$ cat config.mk
export PLATFORM = sky130hd
export DESIGN_NAME = mem_access_unit
export DESIGN_NICKNAME = d
export VERILOG_FILES = /design/src/rtl/mem_access_unit.sv
export SDC_FILE = /design/constraint.sdc
export NUM_CORES = 1
export LEC_CHECK = 0
export ABC_AREA = 1
export CELL_PAD_IN_SITES_DETAIL_PLACEMENT = 0
export CELL_PAD_IN_SITES_GLOBAL_PLACEMENT = 2
export CORE_ASPECT_RATIO = 1.5
export CORE_MARGIN = 5
export CORE_UTILIZATION = 22
export DETAILED_ROUTE_END_ITERATION = 8
export PLACE_DENSITY = 0.81
export SKIP_LAST_GASP = 1
export SYNTH_ARGS = -nofsm -noshare
export SYNTH_HDL_FRONTEND = slang
export SYNTH_SLANG_ARGS = --single-unit
$ cat constraint.sdc
create_clock -name clk -period 3.6 [get_ports clk]
set_clock_uncertainty 0.2 [all_clocks]
set_input_delay 0.72 -clock clk [delete_from_list [all_inputs] [get_ports clk]]
set_output_delay 0.72 -clock clk [all_outputs]
set_load 0.05 [all_outputs]
$ cat src/rtl/mem_access_unit.sv
// mem_access_unit: MEM-stage data-memory access unit.
//
// Takes the EX/MEM pipeline register outputs, issues a request/acknowledge
// data-memory access for loads and stores, steers store byte lanes, extracts
// and extends load data, stalls upstream while an access is outstanding, and
// registers the write-back result into the MEM/WB boundary.
//
// Optional build macro: MEM_ALIGN_CHECK_EN
//   defined   -> misaligned lw/sw is a fault: no access, no write-back, Wb_err set
//   undefined -> word accesses ignore the low two address bits
//
// Ports:
//   clk, rst              clock, synchronous active-high reset
//   Mem_*                 EX/MEM register outputs (address, store data, link
//                         value, destination, control, overflow)
//   dm_req/we/addr/be/wdata  registered memory request
//   dm_rdata, dm_ack      memory read data and one-cycle completion
//   Mem_stall             combinational upstream freeze
//   Wb_Rw/RegWr/busW      MEM/WB register-file write port
//   Wb_err                sticky timeout / fault flag
//
// State table:
//   IDLE | no access outstanding; launches a request when one is present
//   BUSY | request outstanding; waiting for dm_ack or the timeout

module mem_access_unit #(
  parameter int unsigned ACK_TIMEOUT = 16
) (
  input  logic        clk,
  input  logic        rst,
  input  logic [31:0] Mem_ALUres,
  input  logic [31:0] Mem_busB,
  input  logic [31:0] Mem_pcadd4,
  input  logic [4:0]  Mem_Rw,
  input  logic        Mem_RegWr,
  input  logic        Mem_MemWr,
  input  logic [1:0]  Mem_MemtoReg,
  input  logic [1:0]  Mem_lbyte,
  input  logic        Mem_sbyte,
  input  logic        Mem_Overflow,
  output logic        dm_req,
  output logic        dm_we,
  output logic [31:0] dm_addr,
  output logic [3:0]  dm_be,
  output logic [31:0] dm_wdata,
  input  logic [31:0] dm_rdata,
  input  logic        dm_ack,
  output logic        Mem_stall,
  output logic [4:0]  Wb_Rw,
  output logic        Wb_RegWr,
  output logic [31:0] Wb_busW,
  output logic        Wb_err
);

  typedef enum logic {IDLE, BUSY} state_t;

  localparam logic [7:0] TC = 8'(ACK_TIMEOUT - 1);

  state_t      state_q, state_d;
  logic [7:0]  cnt_q;
  logic        acc, fault, go, ack_ok, timeout_hit;
  logic [7:0]  ld_byte;
  logic [31:0] load_data, wb_data;
  logic [3:0]  be_d;
  logic [31:0] wdata_d;

  assign acc = !Mem_Overflow && (Mem_MemWr || Mem_MemtoReg == 2'b01);

`ifdef MEM_ALIGN_CHECK_EN
  // Only full-word accesses care about alignment; byte accesses never fault.
  always_comb begin
    fault = 1'b0;
    if (acc && state_q == IDLE && Mem_ALUres[1:0] != 2'b00) begin
      if (Mem_MemWr)
        fault = !Mem_sbyte;
      else
        fault = (Mem_lbyte == 2'b00) || (Mem_lbyte == 2'b11);
    end
  end
`else
  assign fault = 1'b0;
`endif

  assign go          = acc && !fault;
  assign ack_ok      = (state_q == BUSY) && dm_ack;
  assign timeout_hit = (state_q == BUSY) && !dm_ack && (cnt_q == TC);
  assign Mem_stall   = ((state_q == IDLE) && go) ||
                       ((state_q == BUSY) && !dm_ack && !timeout_hit);

  always_comb begin
    state_d = state_q;
    case (state_q)
      IDLE:    if (go) state_d = BUSY;
      BUSY:    if (ack_ok || timeout_hit) state_d = IDLE;
      default: state_d = IDLE;
    endcase
  end

  always_comb begin
    be_d    = 4'b1111;
    wdata_d = Mem_busB;
    if (Mem_MemWr && Mem_sbyte) begin
      be_d    = 4'b0001 << Mem_ALUres[1:0];
      wdata_d = {4{Mem_busB[7:0]}};
    end
  end

  always_comb begin
    ld_byte = dm_rdata[7:0];
    case (Mem_ALUres[1:0])
      2'd0:    ld_byte = dm_rdata[7:0];
      2'd1:    ld_byte = dm_rdata[15:8];
      2'd2:    ld_byte = dm_rdata[23:16];
      default: ld_byte = dm_rdata[31:24];
    endcase
  end

  // A timed-out access completes with zero load data.
  always_comb begin
    load_data = 32'h0;
    if (ack_ok) begin
      case (Mem_lbyte)
        2'b01:   load_data = {{24{ld_byte[7]}}, ld_byte};
        2'b10:   load_data = {24'h0, ld_byte};
        default: load_data = dm_rdata;
      endcase
    end
  end

  always_comb begin
    wb_data = Mem_ALUres;
    case (Mem_MemtoReg)
      2'b01:   wb_data = load_data;
      2'b10:   wb_data = Mem_pcadd4;
      default: wb_data = Mem_ALUres;
    endcase
  end

  always_ff @(posedge clk) begin
    if (rst) begin
      state_q  <= IDLE;
      cnt_q    <= 8'd0;
      dm_req   <= 1'b0;
      dm_we    <= 1'b0;
      dm_addr  <= 32'h0;
      dm_be    <= 4'h0;
      dm_wdata <= 32'h0;
      Wb_Rw    <= 5'd0;
      Wb_RegWr <= 1'b0;
      Wb_busW  <= 32'h0;
      Wb_err   <= 1'b0;
    end else begin
      state_q <= state_d;
      case (state_q)
        IDLE: begin
          if (go) begin
            dm_req   <= 1'b1;
            dm_we    <= Mem_MemWr;
            dm_addr  <= {Mem_ALUres[31:2], 2'b00};
            dm_be    <= be_d;
            dm_wdata <= wdata_d;
            cnt_q    <= 8'd0;
          end
        end
        BUSY: begin
          if (ack_ok || timeout_hit) begin
            dm_req <= 1'b0;
            dm_we  <= 1'b0;
          end else begin
            cnt_q <= cnt_q + 8'd1;
          end
        end
        default: ;
      endcase

      if (timeout_hit || fault)
        Wb_err <= 1'b1;

      // Stalled edges insert a bubble; destination and data hold.
      if (!Mem_stall) begin
        Wb_Rw    <= Mem_Rw;
        Wb_RegWr <= Mem_RegWr && !Mem_Overflow && !fault;
        Wb_busW  <= wb_data;
      end else begin
        Wb_RegWr <= 1'b0;
      end
    end
  end

endmodule

==> results of run 1 <==
[flip-flops by register name, summed over array words and instances, names as in the netlist]
signal    flops
dm_req        1
state_q       1
Wb_err        1
Wb_busW      32
cnt_q         8
Wb_Rw         5
dm_addr      30
dm_wdata     32
Wb_RegWr      1
dm_we         1
dm_be         4
[cells in the mapped netlist]
| cell | count | area, µm² |
|---|---|---|
| sky130_fd_sc_hd__buf_1 | 1 | 3.750 |
| sky130_fd_sc_hd__clkbuf_1 | 27 | 101.4 |
| sky130_fd_sc_hd__conb_1 | 1 | 3.750 |
| sky130_fd_sc_hd__nand3_1 | 23 | 115.1 |
| sky130_fd_sc_hd__buf_6 | 2 | 22.52 |
| sky130_fd_sc_hd__o21ai_0 | 77 | 385.4 |
| sky130_fd_sc_hd__buf_2 | 17 | 85.08 |
| sky130_fd_sc_hd__nor2_4 | 2 | 22.52 |
| sky130_fd_sc_hd__inv_4 | 1 | 6.260 |
| sky130_fd_sc_hd__clkinv_1 | 1 | 3.750 |
| sky130_fd_sc_hd__buf_4 | 5 | 37.54 |
| sky130_fd_sc_hd__inv_1 | 56 | 210.2 |
| sky130_fd_sc_hd__nor3_1 | 1 | 5.000 |
| sky130_fd_sc_hd__a21oi_1 | 150 | 750.7 |
| sky130_fd_sc_hd__nand2_1 | 258 | 968.4 |
| sky130_fd_sc_hd__nand4_1 | 5 | 31.28 |
| sky130_fd_sc_hd__xor2_1 | 1 | 8.760 |
| sky130_fd_sc_hd__or2_2 | 1 | 6.260 |
| sky130_fd_sc_hd__nor3b_1 | 1 | 7.510 |
| sky130_fd_sc_hd__a21boi_0 | 1 | 7.510 |
| sky130_fd_sc_hd__nor2_8 | 1 | 20.02 |
| sky130_fd_sc_hd__nor2_1 | 59 | 221.5 |
| sky130_fd_sc_hd__inv_2 | 4 | 15.01 |
| sky130_fd_sc_hd__dfxtp_1 | 116 | 2322 |
| sky130_fd_sc_hd__nand3_2 | 1 | 10.01 |
| sky130_fd_sc_hd__ha_1 | 5 | 62.56 |
| sky130_fd_sc_hd__a31oi_1 | 1 | 6.260 |
| sky130_fd_sc_hd__o21ai_1 | 1 | 5.000 |
| sky130_fd_sc_hd__o21ai_4 | 1 | 16.27 |
| sky130_fd_sc_hd__nand2_2 | 3 | 18.77 |
| sky130_fd_sc_hd__nor2_2 | 3 | 18.77 |
| sky130_fd_sc_hd__nand3b_1 | 1 | 7.510 |
[cells by family after synthesis]
| logic type | Yosys count | share of synthesized area [%] |
|---|---|---|
| DFF | 116 | 42.17 |
| and+or+nand+nor | 359 | 26.38 |
| other | 1 | 0.06810 |
| xor gates and xnor gates | 1 | 0.1591 |
| adders and majority gates | 5 | 1.136 |
| AOI/OAI and AO/OA | 231 | 21.27 |
| buffers and inverters | 114 | 8.816 |
[per-layer routing]
metal / wire [µm] / vias up / GRT usage, %
li1: - / 3145 / -
met1: 9551 / 2705 / 18.94
met2: 12730 / 202 / 31.29
met3: 1191 / 28 / 3.753
met4: 611 / 0 / 6.399
met5: 0 / - / 0
[power by group]
part / total, mW / internal, mW / switching, mW / leakage (nW)
sequential: 1.45 / 1.39 / 0.0543 / 0.956
combinational: 1.18 / 0.433 / 0.749 / 2.59
clock: 1.65 / 1.03 / 0.620 / 0.270
total: 4.28 / 2.85 / 1.42 / 3.81
[how the worst max path moves through the flow]
stage                 endpoint  slack, ps  depth (start not counted)
finish               Mem_stall        410                         10
global route         Mem_stall        280                         10
CTS                  Mem_stall        410                         10
detailed placement  dm_addr[6]        340                         10
global placement      dm_be[3]        390                         10
floorplan            Mem_stall        980                          9
[stage by stage]
stage,utilization (%),total power [mW],area [µm²],instances
after floorplan,-,2.156,5510,828
after global placement,33.48,2.669,8328,1371
after detailed placement,33.48,2.668,8328,1371
after CTS,35.74,4.351,8890,1403
after global routing,35.77,4.475,8897,1406
final,35.77,4.277,8897,1406
[worst max-delay path, cell delays in order]
cell                              delay [ps]
sky130_fd_sc_hd__clkdlybuf4s50_1         480
sky130_fd_sc_hd__inv_1                    50
sky130_fd_sc_hd__ha_1                    170
sky130_fd_sc_hd__inv_1                   100
sky130_fd_sc_hd__nand2_1                  80
sky130_fd_sc_hd__nand2_2                 110
sky130_fd_sc_hd__nor2_8                   40
sky130_fd_sc_hd__inv_4                   150
sky130_fd_sc_hd__nand2_1                 160
sky130_fd_sc_hd__buf_12                  190
[area by class of cell]
class | instances | area, µm²
clock buffers | 22 | 454.2
flip-flops and latches | 116 | 2322
repair buffers | 267 | 2655
diodes | 3 | 7.507
fillers | 2687 | 15980
clock inverters | 10 | 107.6
well taps | 328 | 410.4
inverters | 62 | 235.2
multi-input cells | 598 | 2705
[cell usage in the layout (no fill, tap or decap)]
cell                              netlist  layout
sky130_fd_sc_hd__clkbuf_16              0      17
sky130_fd_sc_hd__o21ai_1                1       1
sky130_fd_sc_hd__inv_4                  1       1
sky130_fd_sc_hd__nand3_2                1       1
sky130_fd_sc_hd__or2_2                  1       1
sky130_fd_sc_hd__nor2_2                 3       3
sky130_fd_sc_hd__a31oi_1                1       1
sky130_fd_sc_hd__o21ai_4                1       1
sky130_fd_sc_hd__nor3_1                 1       1
sky130_fd_sc_hd__nand2_1              258     258
sky130_fd_sc_hd__nor2_8                 1       1
sky130_fd_sc_hd__ha_2                   0       1
sky130_fd_sc_hd__inv_1                 56      55
sky130_fd_sc_hd__a21oi_1              150     150
sky130_fd_sc_hd__nor3b_1                1       1
sky130_fd_sc_hd__ha_1                   5       4
sky130_fd_sc_hd__inv_2                  4       5
sky130_fd_sc_hd__nand3b_1               1       1
sky130_fd_sc_hd__buf_4                  5      15
sky130_fd_sc_hd__diode_2                0       3
sky130_fd_sc_hd__nand3_1               23      23
sky130_fd_sc_hd__clkinvlp_4             0       3
sky130_fd_sc_hd__nand4_1                5       5
sky130_fd_sc_hd__a21boi_0               1       1
sky130_fd_sc_hd__clkbuf_1              27       4
sky130_fd_sc_hd__nand2_2                3       3
sky130_fd_sc_hd__conb_1                 1       2
sky130_fd_sc_hd__clkdlybuf4s50_1        0     250
sky130_fd_sc_hd__dfxtp_1              116     116
sky130_fd_sc_hd__o21ai_0               77      77
sky130_fd_sc_hd__clkinv_2               0       5
sky130_fd_sc_hd__nor2_1                59      59
sky130_fd_sc_hd__buf_12                 0       2
sky130_fd_sc_hd__clkbuf_8               0       1
sky130_fd_sc_hd__nor2_4                 2       2
sky130_fd_sc_hd__clkinv_1               1       1
sky130_fd_sc_hd__xor2_1                 1       1
sky130_fd_sc_hd__bufinv_16              0       2
==> parameters.txt, run 1 <==
Parameter                              Value

Outcome
  Run status ... finished, final reports clean

Die
  Core ar. ... 24870 µm²
  Vert. Die Dim ... 203.8 µm
  Number of rows created at floorplan ... 71
  Die width ... 139.2 µm
  Number of top-level design ports ... 254
  Initial Utilization ... 22.14%
  Overall die area ... 28360 µm²

Clock network
  Cell at the root of the clock tree ... sky130_fd_sc_hd__clkbuf_16
  Number of resized instances in the post-cts repair step ... 0
  Cts bufs inserted ... 17
  Number of H-tree branching levels ... 4
  Cts-stage hold buffer count ... 0
  Clock sink count ... 116
  Setup bufs post-CTS ... 0
  CTS tree ... built
  Register clock-pin slew on the reported worst setup and hold paths ... 50 ps
  Number of buffers on the longest clock path ... 2
  Clk Latency, worst-skew pair ... 410 ps

Power and ir drop
  IR drop worst, VDD ... 317.3 µV
  Power per unit of standard cell area ... 480.7 nW/µm²
  Leakage ... 3.814 nW

Setup path
  Maximum fanout along the worst path ... 19
  R2R Setup Slk ... 1330 ps
  Beginning of the worst register-to-register path ... state_q
  Endpoint of the lowest-slack register-to-register path ... dm_addr[6]
  Arrival @ worst endpoint ... 2270 ps
  Crit Path Class ... in2out
  Beginning of the critical path ... Mem_MemtoReg[1]
  Worst Reg2Reg Path Length in Cells ... 7
  Critical Path End Type ... primary output
  Worst path required time ... 2680 ps
  Critical path startpoint category ... input pin

STA
  Endpoints failing setup ... 0
  RSZ-0062 raised after global routing ... false
  Crit path setup slack, layout ... 414.1 ps
  Final hold violations ... 0
  Max-slew violation total from the final report ... 0
  Period Utilization, post-route ... 88.50%
  Hold Slack ... 247.9 ps
  Final min period ... 3186 ps
  Upper clock frequency limit ... 313.9 MHz
  Worst-case headroom to the max-slew limit ... 47.17%
  Pin slew with the least headroom to its limit ... 792.4 ps
  Final setup TNS ... 0 ps

Drt
  First drt pass iteration count ... 8
  Residual antenna-violating net count after detailed routing ... 0
  Initial DRC Count ... 216
  Detailed-route vias per instance ... 4.324
  Detailed-route wire length per cell ... 17.13 µm
  DR vias ... 6080
  # DRC ... 0
  Total detailed-routing wirelength ... 24.09 mm

Placement
  Port-buffer cells ... 251
  Worst slack at placement ... 336.3 ps
  Final estimated routing congestion in global placement ... 0.7678
  DPL Wire Length ... 18.65 mm

Synthesis
  Distinct cells, synth ... 32
  Number of synthesized register bits ... 116
  Cells after synthesis ... 827
  Warnings from Yosys ... 0
  Seq/Total Area, Yosys ... 42.17%
  Post-Syn Area per Cell ... 6.658 µm²
  Post-synthesis instance area ... 5507 µm²

Worst hold path
  Hold path startpoint ... Wb_busW[5]
  Hold path depth ... 2
  Worst hold path type ... reg2reg
  Endpoint of the worst hold path ... Wb_busW[5]

Cells and area
  Post-layout nets ... 1211
  Share of cells above drive strength 1 ... 5.953%
  Layout Area Growth over Synthesis ... 61.58%

Global routing
  Maximum number of pins on one net before global-route repair ... 65
  Antenna violations before repair ... 3
  Vias in the first global route ... 6200
  Global-route congestion overflow total ... 0
  Wire length of the first global-routing pass ... 36.83 mm
  GRT Total Usage ... 16.96%

Run
  Max Cap Viol ... 0
(Power assumes the default switching activity.)
==> run 2: changes to the inputs <==
Settings changed: RECOVER_POWER from default to 25.
==> run 2 against run 1 <==
Worst hold slack hardly changed. Critical path depth stayed put. Count of clock-buffer cells in the layout stayed put. Fmax is 0.16% higher. Design area is 0.14% lower. Sequential share of layout area hardly changed. Sequential power hardly changed. Power is 0.39% lower. First-iteration DRC count is 4.6% higher. Non-clock buffer count stayed put.
==> parameters.txt, run 2 (synthesis gave the netlist of run 1 again) <==
Parameter                              Value

Outcome
  Run status ... finished, final reports clean

Global routing
  Global-route congestion overflow total ... 0
  Vias in the first global route ... 6200
  Antenna violations before repair ... 3
  Wire length of the first global-routing pass ... 36.83 mm
  Maximum number of pins on one net before global-route repair ... 65
  GRT Total Usage ... 16.96%

STA
  Final hold violations ... 0
  Final setup TNS ... 0 ps
  Period Utilization, post-route ... 88.36%
  Max-slew violation total from the final report ... 0
  Endpoints failing setup ... 0
  Final min period ... 3181 ps
  RSZ-0062 raised after global routing ... false
  Pin slew with the least headroom to its limit ... 817.1 ps
  Upper clock frequency limit ... 314.4 MHz
  Worst-case headroom to the max-slew limit ... 45.53%
  Hold Slack ... 247.7 ps

Clock network
  Number of resized instances in the post-cts repair step ... 0
  Cts-stage hold buffer count ... 0
  Register clock-pin slew on the reported worst setup and hold paths ... 50 ps
  Number of buffers on the longest clock path ... 2
  Clk Latency, worst-skew pair ... 410 ps
  Cell at the root of the clock tree ... sky130_fd_sc_hd__clkbuf_16
  Setup bufs post-CTS ... 0
  Cts bufs inserted ... 17
  CTS tree ... built
  Number of H-tree branching levels ... 4
  Clock sink count ... 116

Placement
  DPL Wire Length ... 18.65 mm
  Final estimated routing congestion in global placement ... 0.7678
  Port-buffer cells ... 251
  Cell count after placement ... 1371

Cells and area
  Fin cells ... 1406
  Largest registers ranked by flip-flop count ... Wb_busW x32, dm_wdata x32, dm_addr x30
  Share of cells above drive strength 1 ... 5.767%
  Commonest non-fill, non-tap cell in the layout ... sky130_fd_sc_hd__nand2_1
  Post-layout nets ... 1211
  Layout Area Growth over Synthesis ... 61.35%
  Commonest non-fill, non-tap cells in the layout ... sky130_fd_sc_hd__nand2_1, sky130_fd_sc_hd__clkdlybuf4s50_1, sky130_fd_sc_hd__a21oi_1

Setup path
  Worst path required time ... 2680 ps
  Beginning of the critical path ... Mem_MemtoReg[1]
  CP max stage delay ... 480 ps
  Critical path cell sequence ... clkdlybuf4s50_1, inv_1, ha_1, inv_1, nand2_1, nand2_2, nor2_8, inv_4, nand2_1, buf_12
  Crit path buffers/inverters ... 5
  Maximum fanout along the worst path ... 19
  Beginning of the worst register-to-register path ... state_q
  Critical path startpoint category ... input pin
  Critical Path End Type ... primary output
  Arrival @ worst endpoint ... 2260 ps
  Crit Path Class ... in2out
  CP delay by family, top ... buffers and inverters
  Crit path max-delay cell type ... sky130_fd_sc_hd__clkdlybuf4s50_1

Drt
  Detailed-route vias per instance ... 4.336
  First drt pass iteration count ... 7
  Detailed route wirelength on metal2 ... 12.72 mm
  DRT met1 WL ... 9.550 mm
  Initial DRC Count ... 226
  Residual antenna-violating net count after detailed routing ... 0
  Detailed-route wire length per cell ... 17.11 µm
  DR vias ... 6096
  Met3 Routed Length ... 1.149 mm
  # DRC ... 0
  Total detailed-routing wirelength ... 24.05 mm
  Top sig layer ... met4

Die
  Overall die area ... 28360 µm²
  Core ar. ... 24870 µm²
  Number of top-level design ports ... 254
  Number of rows created at floorplan ... 71
  Initial Utilization ... 22.14%
  Vert. Die Dim ... 203.8 µm
  Die width ... 139.2 µm

Worst hold path
  Hold path startpoint ... Wb_busW[5]
  Worst hold path type ... reg2reg

Run
  Max Cap Viol ... 0

Power and ir drop
  Power per unit of standard cell area ... 479.5 nW/µm²
  Total power after layout ... 4.260 mW
  Leakage ... 3.895 nW
  IR drop worst, VDD ... 315.5 µV
run 2: area by class of cell:
| cell class | instances | area, µm² |
|---|---|---|
| well taps | 328 | 410.4 |
| inverters | 62 | 235.2 |
| repair buffers | 267 | 2653 |
| diodes | 3 | 7.507 |
| clock buffers | 22 | 454.2 |
| clock inverters | 10 | 107.6 |
| flip-flops and latches | 116 | 2322 |
| multi-input cells | 598 | 2695 |
| fillers | 2689 | 15990 |
run 2: worst paths after layout:
check,depth (start not counted),slack [ps],endpoint
setup / recovery,10,420,Mem_stall
hold / removal,2,250,Wb_busW[5]
hold reg to reg,2,250,Wb_busW[5]
setup reg to reg,7,1090,dm_addr[6]
run 2: worst min-delay path, stage by stage, from the launching register on:
cell and delay [ps]:
sky130_fd_sc_hd__dfxtp_1 300, sky130_fd_sc_hd__nand2_1 60, sky130_fd_sc_hd__nand2_1 40
run 2: metal layers:
metal  up-vias  track usage [%]
met2       198            31.29
met5         -                0
met4         0            6.399
met3        30            3.753
li1       3140                -
met1      2728            18.94
run 2: through the flow:
step           worst slack, ps  utilization, %  instance area (µm²)
4_1_cts                  405.0           35.74                 8890
2_1_floorplan            980.3               -                 5510
3_5_place_dp             336.3           33.48                 8328
3_3_place_gp             394.5           33.48                 8328
6_report                 419.1           35.72                 8885
5_1_grt                  214.3           35.72                 8885
run 2: report_power, final:
group	internal [mW]	total [mW]	switching [mW]
Clock	1.03	1.65	0.617
Combinational	0.421	1.17	0.748
Sequential	1.39	1.44	0.0528
